## config.mk

```make
export PLATFORM = sky130hd
export DESIGN_NAME = stepper_axis_driver
export DESIGN_NICKNAME = d
export VERILOG_FILES = /design/src/rtl/plotter_pkg.sv /design/src/rtl/stepper_axis_driver_cycle_timer.sv /design/src/rtl/stepper_axis_driver.sv
export SDC_FILE = /design/constraint.sdc
export NUM_CORES = 1
export LEC_CHECK = 0
export ABC_AREA = 1
export CAP_MARGIN = 5
export CORE_ASPECT_RATIO = 1.75
export CORE_MARGIN = 5
export CORE_UTILIZATION = 45
export DETAILED_ROUTE_END_ITERATION = 10
export GPL_ROUTABILITY_DRIVEN = 1
export PLACE_DENSITY = 0.75
export SLEW_MARGIN = 20
export SYNTH_ARGS = -nofsm -noshare
export SYNTH_HDL_FRONTEND = slang
export SYNTH_SLANG_ARGS = --single-unit
```

## constraint.sdc

```tcl
create_clock -name clk -period 4.5 [get_ports clk]
set_clock_uncertainty 0.1 [all_clocks]
set_input_delay 0.45 -clock clk [delete_from_list [all_inputs] [get_ports clk]]
set_output_delay 0.45 -clock clk [all_outputs]
set_load 0.02 [all_outputs]
```

## src/rtl/plotter_pkg.sv

```systemverilog
// Shared definitions for the plotter axis drivers so every axis instance
// agrees on state encoding, direction polarity and default timing.
package plotter_pkg;

    typedef enum logic [1:0] {
        IDLE  = 2'd0,
        SETUP = 2'd1,
        HIGH  = 2'd2,
        LOW   = 2'd3
    } stepper_state_t;

    // Level driven on dir for a move toward increasing position.
    localparam logic DIR_POSITIVE = 1'b1;

    localparam int COUNT_WIDTH      = 16;
    localparam int PERIOD_WIDTH     = 20;
    localparam int PULSE_WIDTH      = 50;
    localparam int DIR_SETUP_CYCLES = 100;
    localparam int HOLD_CYCLES      = 1000;

endpackage

```

## src/rtl/stepper_axis_driver_cycle_timer.sv

```systemverilog
// Loadable down-counter with a zero flag. The count stops at zero rather
// than wrapping, so an unattended timer simply stays expired.
module cycle_timer #(
    parameter int WIDTH = 20
) (
    input  logic             clk,
    input  logic             reset,
    input  logic             load_i,
    input  logic [WIDTH-1:0] load_val_i,
    input  logic             en_i,
    output logic             zero_o
);

    logic [WIDTH-1:0] count_q;
    logic [WIDTH-1:0] count_d;

    // Load has priority over counting; decrement saturates at zero.
    always_comb begin
        count_d = count_q;
        if (load_i) begin
            count_d = load_val_i;
        end else if (en_i && (count_q != '0)) begin
            count_d = count_q - WIDTH'(1);
        end
    end

    // Count register.
    always_ff @(posedge clk or posedge reset) begin
        if (reset) begin
            count_q <= '0;
        end else begin
            count_q <= count_d;
        end
    end

    assign zero_o = (count_q == '0);

endmodule

```

## src/rtl/stepper_axis_driver.sv

```systemverilog
// Step/direction pulse generator for one plotter axis. Accepts a signed
// relative move over valid/ready, emits |steps| pulses at the commanded
// period, and keeps the driver enabled for a hold time after each move.
//
// Handshake: a command transfers on a rising clk edge where cmd_valid and
// cmd_ready are both high; cmd_ready is high only in IDLE, and operands are
// captured on that edge so the controller may change them afterwards.
module stepper_axis_driver #(
    parameter int COUNT_WIDTH      = plotter_pkg::COUNT_WIDTH,
    parameter int PERIOD_WIDTH     = plotter_pkg::PERIOD_WIDTH,
    parameter int PULSE_WIDTH      = plotter_pkg::PULSE_WIDTH,
    parameter int DIR_SETUP_CYCLES = plotter_pkg::DIR_SETUP_CYCLES,
    parameter int HOLD_CYCLES      = plotter_pkg::HOLD_CYCLES
) (
    input  logic                         clk,
    input  logic                         reset,
    input  logic                         cmd_valid,
    output logic                         cmd_ready,
    input  logic [COUNT_WIDTH-1:0]       cmd_steps,
    input  logic [PERIOD_WIDTH-1:0]      cmd_period,
    output logic                         done,
    output logic                         busy,
    output logic                         step_out,
    output logic                         dir,
    output logic                         n_en,
    output plotter_pkg::stepper_state_t  dbg_state_o
);

    import plotter_pkg::*;

    localparam int HOLD_W = $clog2(HOLD_CYCLES + 1);
    localparam logic [PERIOD_WIDTH-1:0] MIN_PERIOD = PERIOD_WIDTH'(2 * PULSE_WIDTH);
    localparam logic [PERIOD_WIDTH-1:0] SETUP_LOAD = PERIOD_WIDTH'(DIR_SETUP_CYCLES);
    localparam logic [PERIOD_WIDTH-1:0] HIGH_LOAD  = PERIOD_WIDTH'(PULSE_WIDTH - 1);
    localparam logic [PERIOD_WIDTH-1:0] LOW_ADJ    = PERIOD_WIDTH'(PULSE_WIDTH + 1);
    localparam logic [HOLD_W-1:0]       HOLD_LOAD  = HOLD_W'(HOLD_CYCLES - 1);

    stepper_state_t           state_q, state_d;
    logic [COUNT_WIDTH-1:0]   remaining_q, remaining_d;
    logic [PERIOD_WIDTH-1:0]  period_q, period_d;
    logic                     dir_q, dir_d;
    logic                     n_en_q, n_en_d;
    logic                     done_q, done_d;

    logic                     ph_load, ph_en, ph_zero;
    logic [PERIOD_WIDTH-1:0]  ph_val;
    logic                     hold_load, hold_en, hold_zero;

    logic [COUNT_WIDTH-1:0]   steps_abs;
    logic                     steps_nz;
    logic [PERIOD_WIDTH-1:0]  period_clamped;

    // Magnitude in unsigned form so the most negative count maps to 2^(W-1).
    assign steps_abs      = cmd_steps[COUNT_WIDTH-1] ? (~cmd_steps + COUNT_WIDTH'(1)) : cmd_steps;
    assign steps_nz       = (cmd_steps != '0);
    assign period_clamped = (cmd_period < MIN_PERIOD) ? MIN_PERIOD : cmd_period;

    // Phase timer: each state lasts (load value + 1) cycles.
    cycle_timer #(.WIDTH(PERIOD_WIDTH)) u_phase_timer (
        .clk        (clk),
        .reset      (reset),
        .load_i     (ph_load),
        .load_val_i (ph_val),
        .en_i       (ph_en),
        .zero_o     (ph_zero)
    );

    // Hold timer: counts idle cycles with the driver still enabled.
    cycle_timer #(.WIDTH(HOLD_W)) u_hold_timer (
        .clk        (clk),
        .reset      (reset),
        .load_i     (hold_load),
        .load_val_i (HOLD_LOAD),
        .en_i       (hold_en),
        .zero_o     (hold_zero)
    );

    // Next-state, operand capture and timer control.
    always_comb begin
        state_d     = state_q;
        remaining_d = remaining_q;
        period_d    = period_q;
        dir_d       = dir_q;
        n_en_d      = n_en_q;
        done_d      = 1'b0;
        ph_load     = 1'b0;
        ph_val      = '0;
        ph_en       = 1'b0;
        hold_load   = 1'b0;
        hold_en     = 1'b0;
        case (state_q)
            IDLE: begin
                hold_en = ~n_en_q;
                if (~n_en_q && hold_zero) begin
                    n_en_d = 1'b1;
                end
                if (cmd_valid) begin
                    if (steps_nz) begin
                        // A new move overrides any release due this cycle.
                        state_d     = SETUP;
                        remaining_d = steps_abs;
                        period_d    = period_clamped;
                        dir_d       = cmd_steps[COUNT_WIDTH-1] ? ~DIR_POSITIVE : DIR_POSITIVE;
                        n_en_d      = 1'b0;
                        ph_load     = 1'b1;
                        ph_val      = SETUP_LOAD;
                    end else begin
                        done_d = 1'b1;
                    end
                end
            end
            SETUP: begin
                if (ph_zero) begin
                    state_d = HIGH;
                    ph_load = 1'b1;
                    ph_val  = HIGH_LOAD;
                end else begin
                    ph_en = 1'b1;
                end
            end
            HIGH: begin
                if (ph_zero) begin
                    state_d     = LOW;
                    remaining_d = remaining_q - COUNT_WIDTH'(1);
                    ph_load     = 1'b1;
                    ph_val      = period_q - LOW_ADJ;
                end else begin
                    ph_en = 1'b1;
                end
            end
            LOW: begin
                if (ph_zero) begin
                    if (remaining_q == '0) begin
                        state_d   = IDLE;
                        done_d    = 1'b1;
                        hold_load = 1'b1;
                    end else begin
                        state_d = HIGH;
                        ph_load = 1'b1;
                        ph_val  = HIGH_LOAD;
                    end
                end else begin
                    ph_en = 1'b1;
                end
            end
            default: begin
                state_d = IDLE;
            end
        endcase
    end

    // State and output registers; reset releases the driver immediately.
    always_ff @(posedge clk or posedge reset) begin
        if (reset) begin
            state_q     <= IDLE;
            remaining_q <= '0;
            period_q    <= '0;
            dir_q       <= 1'b0;
            n_en_q      <= 1'b1;
            done_q      <= 1'b0;
        end else begin
            state_q     <= state_d;
            remaining_q <= remaining_d;
            period_q    <= period_d;
            dir_q       <= dir_d;
            n_en_q      <= n_en_d;
            done_q      <= done_d;
        end
    end

    assign cmd_ready   = (state_q == IDLE);
    assign busy        = (state_q != IDLE);
    assign step_out    = (state_q == HIGH);
    assign dir         = dir_q;
    assign n_en        = n_en_q;
    assign done        = done_q;
    assign dbg_state_o = state_q;

endmodule

```

; After elaboration in Yosys (flattened, before gate mapping)
; Index checks and enable logic that the tools add are counted.
[word_totals]
in_bits = 39
out_inout_bits = 8
wordCells = 86
register_bits = 71
[classes]
n_reduce_logical = 19
magnitude_cmp = 1
n_addsub = 5
mux = 43
bitwise = 2
eq_ne = 8
[op_table]
columns = operator, count
row1 = $mux 20, 4
row2 = $pmux 20 s4, 1
row3 = $mux 16, 4
row4 = $pmux 16 s2, 1
row5 = $logic_not 20->1, 1
row6 = $lt 20x7->1 const B, 1
row7 = $mux 10, 2
row8 = $reduce_bool 20->1, 1
row9 = $sub 20x1->20 const B, 1
row10 = $sub 20x6->20 const B, 1
row11 = $mux 6, 3
row12 = $mux 1, 17
row13 = $add 16x1->16 const B, 1
row14 = $logic_not 16->1, 1
row15 = $not 16->16, 1
row16 = $reduce_bool 16->1, 1
row17 = $sub 16x1->16 const B, 1
row18 = $mux 7, 2
row19 = $mux 2, 6
row20 = $logic_not 10->1, 1
row21 = $reduce_bool 10->1, 1
row22 = $sub 10x1->10 const B, 1
row23 = $pmux 2 s4, 1
row24 = $reduce_bool 2->1, 4
row25 = other kinds (14), 20

; Depth between registers and ports, before layout
; Gate-level depths: netlist (run 1).
[logic_depth]
depth_word = 6
mapped_depth = 14
depth_no_buf = 13

; Modules after synthesis
; Synthesis (run 1) repeated with hierarchy kept, for this count alone.
[unflattened]
cells_unflattened = 911
hier_area_um2 = 5718.0
[modules_own_cells]
columns = module, seq_area_each_um2, n_inst, area_per_inst_um2, cells_each
row1 = stepper_axis_driver, 1027.2, 1, 3375.7, 539
row2 = cycle_timer at u_phase_timer, 500.5, 1, 1587.8, 253
row3 = cycle_timer at u_hold_timer, 250.2, 1, 754.5, 119

; Worst setup path before layout (run 1)
; Ideal clock, no wire load.
[synth_timing]
kind = register to register
start = register state_q[0] (netlist: dbg_state_o[0])
end = register u_phase_timer.count_q[1]
setup_ns = 0.117
required_time_ns = 4.283
arrival_time_ns = 1.988
path_buffers = 2
path_stages_with_launch = 12
slack_ns = 2.295
period_less_slack_ns = 2.205
cell_sequence = dfrtp_1 > inv_1 > ha_1 > buf_2 > nand2_1 > inv_1 > nand2_4 > a21boi_4 > nand2_4 > buf_6 > nand3_1 > nand2_1
[synth_between]
elab_cells_between_ends = 12
cone_classes = 3 x eq/ne / 4 x mux / 5 x reduce/logical
[synth_rtl]
columns = element, line
row1 = from (decl), stepper_axis_driver.sv:38  ; stepper_state_t state_q, state_d;
row2 = from (signal assigned), stepper_axis_driver.sv:162  ; state_q <= state_d;
row3 = $logic_not 2->1 *, n/a
row4 = via cmd_ready, stepper_axis_driver.sv:18  ; output logic cmd_ready,
row5 = $pmux 20 s4 / $pmux 1 s3 (equally long branches), stepper_axis_driver.sv:91  ; case (state_q)
row6 = $mux 20 / $reduce_bool 2->1 (equally long branches), n/a
row7 = to (signal assigned), stepper_axis_driver_cycle_timer.sv:32  ; count_q <= count_d;
row8 = to (decl), stepper_axis_driver_cycle_timer.sv:14  ; logic [WIDTH-1:0] count_q;
; Mark *: on every way through the listed nets, which the timed path passes. The rest lies on a longest branch.
; A chain may end at the register's enable or synchronous reset.

; Worst setup path after layout (run 1)
[layout_timing]
start = input cmd_steps[15]
end = register u_phase_timer.count_q[0]
[layout_between]
elab_chain_cells = 5
elab_cells_between_ends = 6
cone_classes = 4 x mux / 2 x reduce/logical
[layout_lines]
columns = element, line
row1 = from (decl), stepper_axis_driver.sv:19  ; input logic [COUNT_WIDTH-1:0] cmd_steps,
row2 = $reduce_bool 16->1 *, stepper_axis_driver.sv:55  ; assign steps_nz = (cmd_steps != '0);
row3 = $mux 1 *, stepper_axis_driver.sv:98  ; if (steps_nz) begin
row4 = $mux 1 *, stepper_axis_driver.sv:97  ; if (cmd_valid) begin
row5 = $pmux 1 s3 *, stepper_axis_driver.sv:91
row6 = $mux 20 / $reduce_bool 2->1 (equally long branches), n/a
; Mark *: on every way between the ends. The rest lies on a longest branch, timed or not.

==> impl_metrics.py, run 1 <==
metrics = {
    "floorplanning": {
        "dieArea_um2": 14500,
        "dieWidth_um": 93.1,
        "io_pins": 47,
        "core_region_area_um2": 11900,
        "rows": 53,
        "start_util_pct": 45.5,
        "dieHeight_um": 155,
    },
    "grt": {
        "grt_pass1_vias": 5032,
        "gr-usage-met2_pct": 36.0,
        "top_usage_layer": "met2",
        "overflow": 0,
        "grt_util_met1_pct": 21.7,
        "grt_antenna_before_repair": 0,
        "grt_start_max_net_pins": 54,
        "grtUsageMet3_pct": 1.79,
        "grt_usage_pct": 19.3,
        "grt_first_pass_wirelength_mm": 22.7,
    },
    "detailed_routing": {
        "detail_route.iter0.violations": 219,
        "wl_mm": 13.5,
        "drt_first_pass_iters": 5,
        "antenna_left": 0,
        "vias": 5165,
        "drc": 0,
        "viasPerCell": 5.22,
        "wire_per_inst_um": 13.6,
    },
    "yosys": {
        "synth_mux_area_share_pct": 0.829,
        "synth_cells": 805,
        "synth.area.top_cells": "dfrtp_1, nand2_1, nor2_1",
        "ys.flop_type": "dfrtp_1",
        "syn-cell-area_um2": 5440,
        "yosysMostFrequentCell": "nand2_1",
        "yosys_warnings": 0,
        "synth_edf_count": 0,
        "synth_xor_area_share_pct": 5.48,
        "syn_avg_cell_area_um2": 6.75,
        "synthTopCellsByCount": "nand2_1, nor2_1, inv_1",
        "synthAdderAreaFrac_pct": 2.30,
        "synth_compound_area_share_pct": 11.6,
        "synth_seq_cells": 71,
        "synth.distinct_cells": 50,
        "syn_nets": 854,
        "synthArstFlopShare_pct": 100,
        "seq_area_frac_synth_pct": 32.7,
        "synth_top_family_by_area": "simple AND/OR/NAND/NOR gates",
        "yosys.area.top_type": "dfrtp_1",
        "synth_top_cell_area_share_pct": 32.2,
        "yosys.area_share.simple_pct": 37.7,
    },
    "clocking": {
        "cts_tree": "done",
        "clock_sinks": 71,
        "h-tree-depth": 3,
        "cts_buffers": 9,
        "post_cts_resize_count": 0,
        "postCtsSetupBuffers": 0,
        "clkTransAtPathRegs_ps": 60,
        "postCtsHoldBufs": 0,
        "clk_latency_ps": 340,
        "clockBufferDepth": 2,
        "root_buffer": "clkbuf_16",
    },
    "layout": {
        "register_area_um2": 1780,
        "final_area_um2": 6270,
        "nNetsFinal": 896,
        "nFillCells": 1169,
        "drive_gt1_share_pct": 8.22,
        "antennaDiodeCount": 0,
        "area_delta_synth_final_pct": 15.4,
        "multi_input_area_um2": 3150,
    },
    "timing": {
        "rsz0062_at_grt": "false",
        "setup_tns_ps": 0,
        "period_needed_ps": 3000,
        "hold_viol_final": 0,
        "fmax_mhz": 334,
        "finalCritPeriodShare_pct": 66.6,
        "slew_viol_final": 0,
        "final-setup-viol-count": 0,
        "slew_headroom_pct": 54.5,
        "worstMarginPinSlew_ps": 683,
    },
    "placement": {
        "gp_congestion": 0.883,
        "placed_cell_area_um2": 5970,
        "dp_hpwl_mm": 10.4,
        "portBuffers": 46,
    },
    "power": {
        "internal_power_uw": 1140,
        "peakVddDrop_mv": 0.188,
        "comb_power_share_pct": 6.2,
        "p_clk_share_pct": 50.3,
        "power.leakage_uw": 0.00295,
        "seqPwrFrac_pct": 43.5,
        "p_per_area_nw_per_um2": 234,
        "p_switching_uw": 327,
        "p_sw_share_pct": 22.3,
    },
    "hold_path": {
        "hp-class": "in -> async",
    },
    "setup_path": {
        "crit_required_ps": 4630,
        "reg2reg_depth": 9,
        "r2r-start": "dbg_state_o[0]$_DFFE_PP0P_",
        "crit_type": "in -> reg",
        "reg2reg_to": "u_phase_timer.count_q[0]$_DFFE_PP0P_",
        "cp_max_fo": 46,
        "crit_start": "cmd_steps[15]",
        "crit_end": "u_phase_timer.count_q[0]$_DFFE_PP0P_",
        "critPathArrivalTime_ps": 3120,
        "crit_path_end_kind": "flip-flop",
        "start_kind": "input pin",
        "reg2reg_slack_ps": 1670,
    },
    "run": {
        "cap_violations": 0,
    },
    "run_status": {
        "status": "completed",
    },
}
[stage by stage]
stage,hold WS [ps],utilization (%),total power [uW],std cells,worst slack [ps]
floorplan,349,-,694,805,2160
global placement,364,50.0,742,973,1180
detailed placement,370,50.0,742,973,1130
CTS,334,52.6,1480,989,1480
global route,372,52.6,1520,989,1250
finish,319,52.6,1470,989,1500
[worst min path at each step]
stage                                         startpoint  depth (start not counted)  slack [ps]                                    to
finish                                             reset                          2         320   u_hold_timer.count_q[5]$_DFFE_PP0P_
global route                                       reset                          2         370   u_hold_timer.count_q[5]$_DFFE_PP0P_
CTS                                                reset                          2         330   u_hold_timer.count_q[5]$_DFFE_PP0P_
detailed placement  u_phase_timer.count_q[1]$_DFFE_PP0P_                          2         370  u_phase_timer.count_q[1]$_DFFE_PP0P_
global placement    u_phase_timer.count_q[1]$_DFFE_PP0P_                          2         360  u_phase_timer.count_q[1]$_DFFE_PP0P_
floorplan           u_phase_timer.count_q[1]$_DFFE_PP0P_                          2         350  u_phase_timer.count_q[1]$_DFFE_PP0P_
[power groups by stage]
stage | Combinational [uW] | Clock (uW) | Sequential (uW)
global placement | 92.0 | 0 | 650
finish | 91.0 | 739 | 639
global route | 103 | 778 | 638
detailed placement | 92.4 | 0 | 650
floorplan | 44.0 | 0 | 650
CTS | 92.8 | 744 | 639
[worst max-delay path: stages]
cell and delay [ps]:
clkdlybuf4s50_1 730, clkinv_4 210, nand3_1 90, nor2_1 100
nand2_1 100, nand2_4 390, a21boi_4 550, nand2_4 260
nor2_1 180, a21oi_2 40
[area by class of cell]
type	count	share of cell area, %
Sequential cell	71	28.3
Clock inverter	5	0.897
Multi-Input combinational cell	615	50.1
Inverter	101	6.16
Clock buffer	11	4.03
Timing Repair Buffer	49	7.70
Tap cell	137	2.73
[flip-flops by register name (all words and copies together) (netlist names)]
| register | count |
|---|---|
| u_hold_timer.count_q | 10 |
| dbg_state_o | 2 |
| period_q | 20 |
| dir | 1 |
| remaining_q | 16 |
| n_en | 1 |
| done | 1 |
| u_phase_timer.count_q | 20 |
[cells in the final DEF (no fill, tap or decap), drive strengths merged]
master         netlist  routed
a211oi               1       1
a21boi               1       1
a21oi               20      20
and2                 1       1
buf                 11       3
bufinv               0       1
clkbuf               7      11
clkdlybuf4s50        0      46
clkinv               2       5
clkinvlp             0       1
dfrtp               70      70
dfstp                1       1
ha                  10      10
inv                 99      99
mux2                 4       4
nand2              236     236
nand3               73      73
nand3b               5       5
nand4               11      11
nor2               119     119
nor3                11      11
nor4                 1       1
o211ai               6       6
o21ai               71      71
o21bai               4       4
o22ai                1       1
o311ai               1       1
o31ai                2       2
o41ai                1       1
or2                  2       2
xnor2                8       8
xor2                26      26
[routing by layer]
metal  part of all wire, %  wire length [um]
met3                   2.2               292
met4                   3.0               409
met5                     0                 0
met2                    55              7410
met1                    40              5380
[cell families (layout without fill, tap and decap cells)]
family | count (synthesis) | count (layout)
xor gates and xnor gates | 34 | 34
adders and majority gates | 10 | 10
muxes | 4 | 4
buffers and inverters | 119 | 166
DFF | 71 | 71
AOI/OAI and AO/OA | 108 | 108
and+or+nand+nor | 459 | 459
Note: power is estimated with default switching activity, not from simulation.
==> run 2: changes to the inputs <==
--- a/config.mk
+++ b/config.mk
@@ -12,7 +12,7 @@
 export CORE_UTILIZATION = 45
 export DETAILED_ROUTE_END_ITERATION = 10
 export GPL_ROUTABILITY_DRIVEN = 1
-export PLACE_DENSITY = 0.75
+export PLACE_DENSITY = 0.77
 export SLEW_MARGIN = 20
 export SYNTH_ARGS = -nofsm -noshare
 export SYNTH_HDL_FRONTEND = slang
==> constraint.sdc (replaced) <==
create_clock -name clk -period 2.5 [get_ports clk]
set_clock_uncertainty 0.1 [all_clocks]
set_input_delay 0.25 -clock clk [delete_from_list [all_inputs] [get_ports clk]]
set_output_delay 0.25 -clock clk [all_outputs]
set_load 0.02 [all_outputs]
==> run 2 against run 1 <==
Sequential share of layout area decreased by 0.42 points. Clock power increased by 80%. Register-to-register slack got worse by 1400 ps. Global-route usage increased by 0.93 points. Sequential power increased by 80%.
==> impl_metrics.py, run 2 (synthesized netlist as in run 1, its figures left out) <==
metrics = {
    "clocking": {
        "clock_sinks": 71,
        "cts_tree": "done",
        "cts_buffers": 9,
        "postCtsHoldBufs": 0,
        "clkTransAtPathRegs_ps": 60,
        "h-tree-depth": 3,
        "clockBufferDepth": 2,
        "root_buffer": "clkbuf_16",
        "clk_latency_ps": 340,
        "postCtsSetupBuffers": 0,
    },
    "grt": {
        "grt_pass1_vias": 5223,
        "grt_antenna_before_repair": 0,
        "grt_first_pass_wirelength_mm": 23.8,
        "grt_start_max_net_pins": 58,
        "grt_usage_pct": 20.2,
        "overflow": 0,
    },
    "detailed_routing": {
        "wl_mm": 13.6,
        "wire_per_inst_um": 13.6,
        "viasPerCell": 5.25,
        "antenna_left": 0,
        "drc": 0,
        "detail_route.iter0.violations": 171,
        "vias": 5236,
        "drt_first_pass_iters": 5,
    },
    "setup_path": {
        "path_depth": 4,
        "crit_required_ps": 2150,
        "r2r-start": "remaining_q[0]$_DFFE_PP0P_",
        "crit_start": "dbg_state_o[0]$_DFFE_PP0P_",
        "path_cells": "inv_1 -> ha_1 -> buf_4 -> clkdlybuf4s50_1",
        "slowest_stage": "clkdlybuf4s50_1",
        "crit_type": "reg -> out",
        "cp_max_fo": 17,
        "critPathArrivalTime_ps": 1980,
        "reg2reg_depth": 12,
        "cp_slowest_stage_delay_ps": 650,
        "cpLargestDelayFamily": "buffers and inverters",
        "start_kind": "flip-flop",
        "path_buf_inv": 3,
        "crit_path_end_kind": "output port",
    },
    "floorplanning": {
        "rows": 53,
        "io_pins": 47,
        "dieWidth_um": 93.1,
        "core_region_area_um2": 11900,
        "start_util_pct": 45.5,
        "dieArea_um2": 14500,
        "dieHeight_um": 155,
    },
    "timing": {
        "setup_tns_ps": 0,
        "slew_viol_final": 0,
        "final-setup-viol-count": 0,
        "period_needed_ps": 2330,
        "worstMarginPinSlew_ps": 479,
        "slew_headroom_pct": 67.8,
        "finalCritPeriodShare_pct": 93.0,
        "hold_viol_final": 0,
        "fin_ws_ps": 175,
        "rsz0062_at_grt": "false",
        "fmax_mhz": 430,
    },
    "layout": {
        "drive_gt1_share_pct": 9.18,
        "antennaDiodeCount": 0,
        "top_regs": "period_q: 20 flops, u_phase_timer.count_q: 20 flops, remaining_q: 16 flops",
        "area_delta_synth_final_pct": 17.2,
        "final_util_pct": 53.4,
        "final_area_um2": 6370,
        "nNetsFinal": 905,
        "final_cell_mix": "nand2_1, nor2_1, inv_1",
        "mostFrequentLayoutCell": "nand2_1",
        "nFillCells": 1174,
    },
    "power": {
        "p_switching_uw": 608,
        "peakVddDrop_mv": 0.365,
        "comb_power_share_pct": 6.4,
        "internal_power_uw": 2040,
        "seqPwrFrac_pct": 43.4,
        "p_clk_share_pct": 50.1,
        "p_per_area_nw_per_um2": 415,
        "p_total_uw": 2650,
        "power.leakage_uw": 0.00300,
        "p_sw_share_pct": 23.0,
    },
    "placement": {
        "gp_congestion": 0.925,
        "placed_cell_area_um2": 6060,
        "pre_cts_ws_ps": 151,
        "dp_hpwl_mm": 10.5,
        "portBuffers": 46,
    },
    "hold_path": {
        "hp-class": "in -> async",
    },
    "run": {
        "cap_violations": 0,
    },
    "run_status": {
        "status": "completed",
    },
}
run 2: power by group through the flow:
stage | logic [uW] | clock network [uW] | registers, uW
after floorplan | 79.2 | 0 | 1170
after global placement | 171 | 0 | 1170
after detailed placement | 172 | 0 | 1170
after CTS | 173 | 1350 | 1150
after global routing | 194 | 1400 | 1150
final | 170 | 1330 | 1150
run 2: cell type report:
cell class	instances	area [um^2]	area share, %
multi-input combinational	615	3150	49.4
inverter	101	387	6.07
sequential	71	1780	27.9
clock inverter	6	68.8	1.08
clock buffer	10	239	3.75
timing repair buffer	58	578	9.08
tap	137	171	2.69
run 2: final timing paths:
path / endpoint / slack, ps
setup / recovery: step_out / 170
hold / removal: u_hold_timer.count_q[4]$_DFFE_PP0P_ / 90
setup reg to reg: u_phase_timer.count_q[7]$_DFFE_PP0P_ / 260
hold reg to reg: u_phase_timer.count_q[1]$_DFFE_PP0P_ / 390
max in group asynchronous: dbg_state_o[0]$_DFFE_PP0P_ / 1550
min in group clk: period_q[1]$_DFFE_PP0P_ / 390
run 2: per-stage QoR:
step / std cells / hold slack, ps
2_1_floorplan: 805 / 295
3_3_place_gp: 982 / 364
3_5_place_dp: 982 / 373
4_1_cts: 998 / 107
5_1_grt: 998 / 160
6_report: 998 / 94.7
run 2: repair_timing:
| item | CTS | global route |
|---|---|---|
| endpoints found under the hold margin | 0 | 0 |
| resized for setup | 0 | 1 |
| setup endpoints to repair | 0 | 1 |
run 2: metal layers:
layer  up-vias  share of wire (%)  global-route usage [%]
li1       2676                  -                       -
met3        41                2.9                    2.27
met4         0                3.8                    10.4
met2       106                 55                    38.6
met1      2413                 38                    21.2
met5         -                  0                       0
==> run 3: changes to the inputs <==
--- a/config.mk
+++ b/config.mk
@@ -5,15 +5,16 @@
 export SDC_FILE = /design/constraint.sdc
 export NUM_CORES = 1
 export LEC_CHECK = 0
-export ABC_AREA = 1
 export CAP_MARGIN = 5
 export CORE_ASPECT_RATIO = 1.75
 export CORE_MARGIN = 5
 export CORE_UTILIZATION = 45
+export CTS_BUF_LIST = sky130_fd_sc_hd__clkbuf_16
 export DETAILED_ROUTE_END_ITERATION = 10
 export GPL_ROUTABILITY_DRIVEN = 1
-export PLACE_DENSITY = 0.77
+export PLACE_DENSITY = 0.78
 export SLEW_MARGIN = 20
 export SYNTH_ARGS = -nofsm -noshare
 export SYNTH_HDL_FRONTEND = slang
+export SYNTH_HIERARCHICAL = 1
 export SYNTH_SLANG_ARGS = --single-unit
==> run 3 against run 2 <==
The run now ends with negative setup slack left. Via count fell by 1.2%. Register-to-register slack got worse by 520 ps. Synthesized cell count fell by 26%. Total power rose by 2.5%.
==> impl_metrics.py, run 3 <==
metrics = {
    "placement": {
        "gp_congestion": 0.919,
        "dp_hpwl_mm": 11.0,
        "pre_cts_ws_ps": -273,
        "portBuffers": 46,
    },
    "grt": {
        "grt_antenna_before_repair": 0,
        "overflow": 0,
        "grt_pass1_vias": 5399,
        "grt_start_max_net_pins": 44,
        "grt_usage_pct": 23.0,
        "grt_first_pass_wirelength_mm": 25.4,
    },
    "layout": {
        "antennaDiodeCount": 0,
        "nNetsFinal": 781,
        "final_cell_mix": "nand2_1, buf_4, dfrtp_1",
        "mostFrequentLayoutCell": "nand2_1",
        "multi_input_area_um2": 3280,
        "area_delta_synth_final_pct": 39.4,
        "drive_gt1_share_pct": 24.7,
        "top_regs": "period_q: 20 flops, u_phase_timer/count_q: 20 flops, remaining_q: 16 flops",
        "final_util_pct": 63.4,
        "nFillCells": 833,
        "register_area_um2": 1780,
    },
    "detailed_routing": {
        "drc": 0,
        "viasPerCell": 5.96,
        "antenna_left": 0,
        "wire_per_inst_um": 17.8,
        "wl_mm": 15.4,
        "vias": 5172,
        "drt_first_pass_iters": 5,
        "detail_route.iter0.violations": 329,
    },
    "setup_path": {
        "path_cells": "inv_2 -> ha_4 -> or4b_4 -> or3_4 -> nor2_4 -> buf_6 -> and2_4 -> o21ai_4 -> a31oi_4 -> buf_12 -> buf_12 -> nand2_1 -> a22o_1",
        "cp_max_fo": 7,
        "cp_common_cell": "buf_12",
        "path_buf_inv": 4,
        "crit_required_ps": 2630,
        "critPathArrivalTime_ps": 2890,
        "start_kind": "flip-flop",
        "cp_slowest_stage_delay_ps": 460,
        "cpLargestDelayFamily": "simple AND/OR/NAND/NOR gates",
        "slowest_stage": "or4b_4",
        "crit_type": "reg -> reg",
        "crit_path_end_kind": "flip-flop",
    },
    "clocking": {
        "clkTransAtPathRegs_ps": 60,
        "clk_latency_ps": 340,
        "root_buffer": "clkbuf_16",
        "cts_tree": "done",
        "postCtsHoldBufs": 0,
        "h-tree-depth": 3,
        "clockBufferDepth": 2,
        "clock_sinks": 71,
        "cts_buffers": 9,
    },
    "yosys": {
        "synth_edf_count": 0,
        "synthArstFlopShare_pct": 100,
        "yosysMostFrequentCell": "nand2_1",
        "yosys_warnings": 6,
        "synth.area.top_cells": "dfrtp_1, nand2_1, xnor2_1",
        "ys.flop_type": "dfrtp_1",
        "synth_top_cell_area_share_pct": 34.9,
        "yosys.area.top_type": "dfrtp_1",
        "synth_seq_cells": 71,
        "synthTopCellsByCount": "nand2_1, dfrtp_1, nor2_1",
        "syn-cell-area_um2": 5020,
        "synth_cells": 596,
        "synth.distinct_cells": 82,
        "seq_area_frac_synth_pct": 35.4,
        "syn_avg_cell_area_um2": 8.42,
    },
    "power": {
        "power.leakage_uw": 0.00307,
        "peakVddDrop_mv": 0.423,
        "p_per_area_nw_per_um2": 388,
        "p_total_uw": 2710,
    },
    "floorplanning": {
        "io_pins": 47,
        "start_util_pct": 45.5,
        "core_region_area_um2": 11000,
        "dieArea_um2": 13500,
        "dieHeight_um": 150,
        "dieWidth_um": 89.9,
        "rows": 51,
    },
    "timing": {
        "finalCritPeriodShare_pct": 110,
        "rsz0062_at_grt": "true",
        "final-setup-viol-count": 48,
        "worstMarginPinSlew_ps": 818,
        "hold_viol_final": 0,
        "fin_ws_ps": -261,
        "slew_viol_final": 0,
        "period_needed_ps": 2760,
        "whs_ps": 246,
        "fmax_mhz": 362,
        "slew_headroom_pct": 45.4,
    },
    "run": {
        "cap_violations": 0,
    },
    "run_status": {
        "status": "finished with violations",
        "violations": "negative setup slack",
    },
    "hold_path": {
        "hp-class": "in -> async",
    },
}
## run 3: changes by cell type in the layout (fill, tap and decap cells not counted), sizes merged, moves of 8 or more
cell,previous run,this run
nor2,119,42
conb,0,10
inv,100,29
xor2,26,18
nand2,236,101
nand3,73,15
nor4,1,21
xnor2,8,30
a21oi,20,34
buf,12,96
o21ai,71,49
## run 3: cells by family after synthesis
family                     share of synthesized area [%]
other                                              0.150
DFF                                                 35.4
and+or+nand+nor                                     26.8
buffers and inverters                               4.61
muxes                                               1.30
xor gates and xnor gates                            8.37
AOI/OAI and AO/OA                                   20.6
adders and majority gates                           2.74
## run 3: worst register-to-register path, delay by kind of cell, from the launching register on
family	cells	cell delay, ps
flops	1	390
fa+ha+maj	1	120
simple gates	5	1160
compound gates	3	410
buf+inv	4	460
## run 3: cell type report
class | instances | share of cell area [%]
multi-input cells | 479 | 46.9
flip-flops and latches | 71 | 25.4
repair buffers | 142 | 19.4
clock buffers | 9 | 3.22
well taps | 132 | 2.36
inverters | 28 | 1.50
clock inverters | 7 | 1.27
## run 3: power breakdown
group,switching (uW),internal (uW)
registers,0,1150
clock network,505,866
logic,99.2,93.2
total,605,2110
## run 3: path summary, 6_finish.rpt
path / to / cells after the start / slack (ps) / startpoint
max reg2reg: remaining_q[8]$_DFFE_PP0P_ / 13 / -260 / u_phase_timer/count_q[0]$_DFFE_PP0P_
min in group clk: period_q[13]$_DFFE_PP0P_ / 3 / 360 / cmd_period[13]
min reg2reg: dir$_DFFE_PP0P_ / 2 / 400 / dir$_DFFE_PP0P_
min: u_hold_timer/count_q[4]$_DFFE_PP0P_ / 2 / 250 / reset
max: remaining_q[8]$_DFFE_PP0P_ / 13 / -260 / u_phase_timer/count_q[0]$_DFFE_PP0P_
max in group asynchronous: u_phase_timer/count_q[1]$_DFFE_PP0P_ / 2 / 1370 / reset
## run 3: through the flow
step           cell area, um^2  std cells  TNS [ps]
2_1_floorplan             5140        604     -7590
3_3_place_gp              6230        836     -3340
3_5_place_dp              6230        836     -6020
4_1_cts                   6880        867     -6000
5_1_grt                   7000        868    -11990
6_report                  7000        868     -7100
## run 3: layer usage
layer  vias up  track usage [%]  wire, um
li1       2411                -         -
met1      2519             22.4      5330
met2       176             43.5      8680
met3        66             3.72       552
met4         0             16.0       892
met5         -                0         0
## run 3: repair_timing
item,in CTS,in global routing
cloned,5,0
pin swaps,16,10
resized for setup,45,35
setup buffers,10,2
endpoints found under the setup margin,44,50
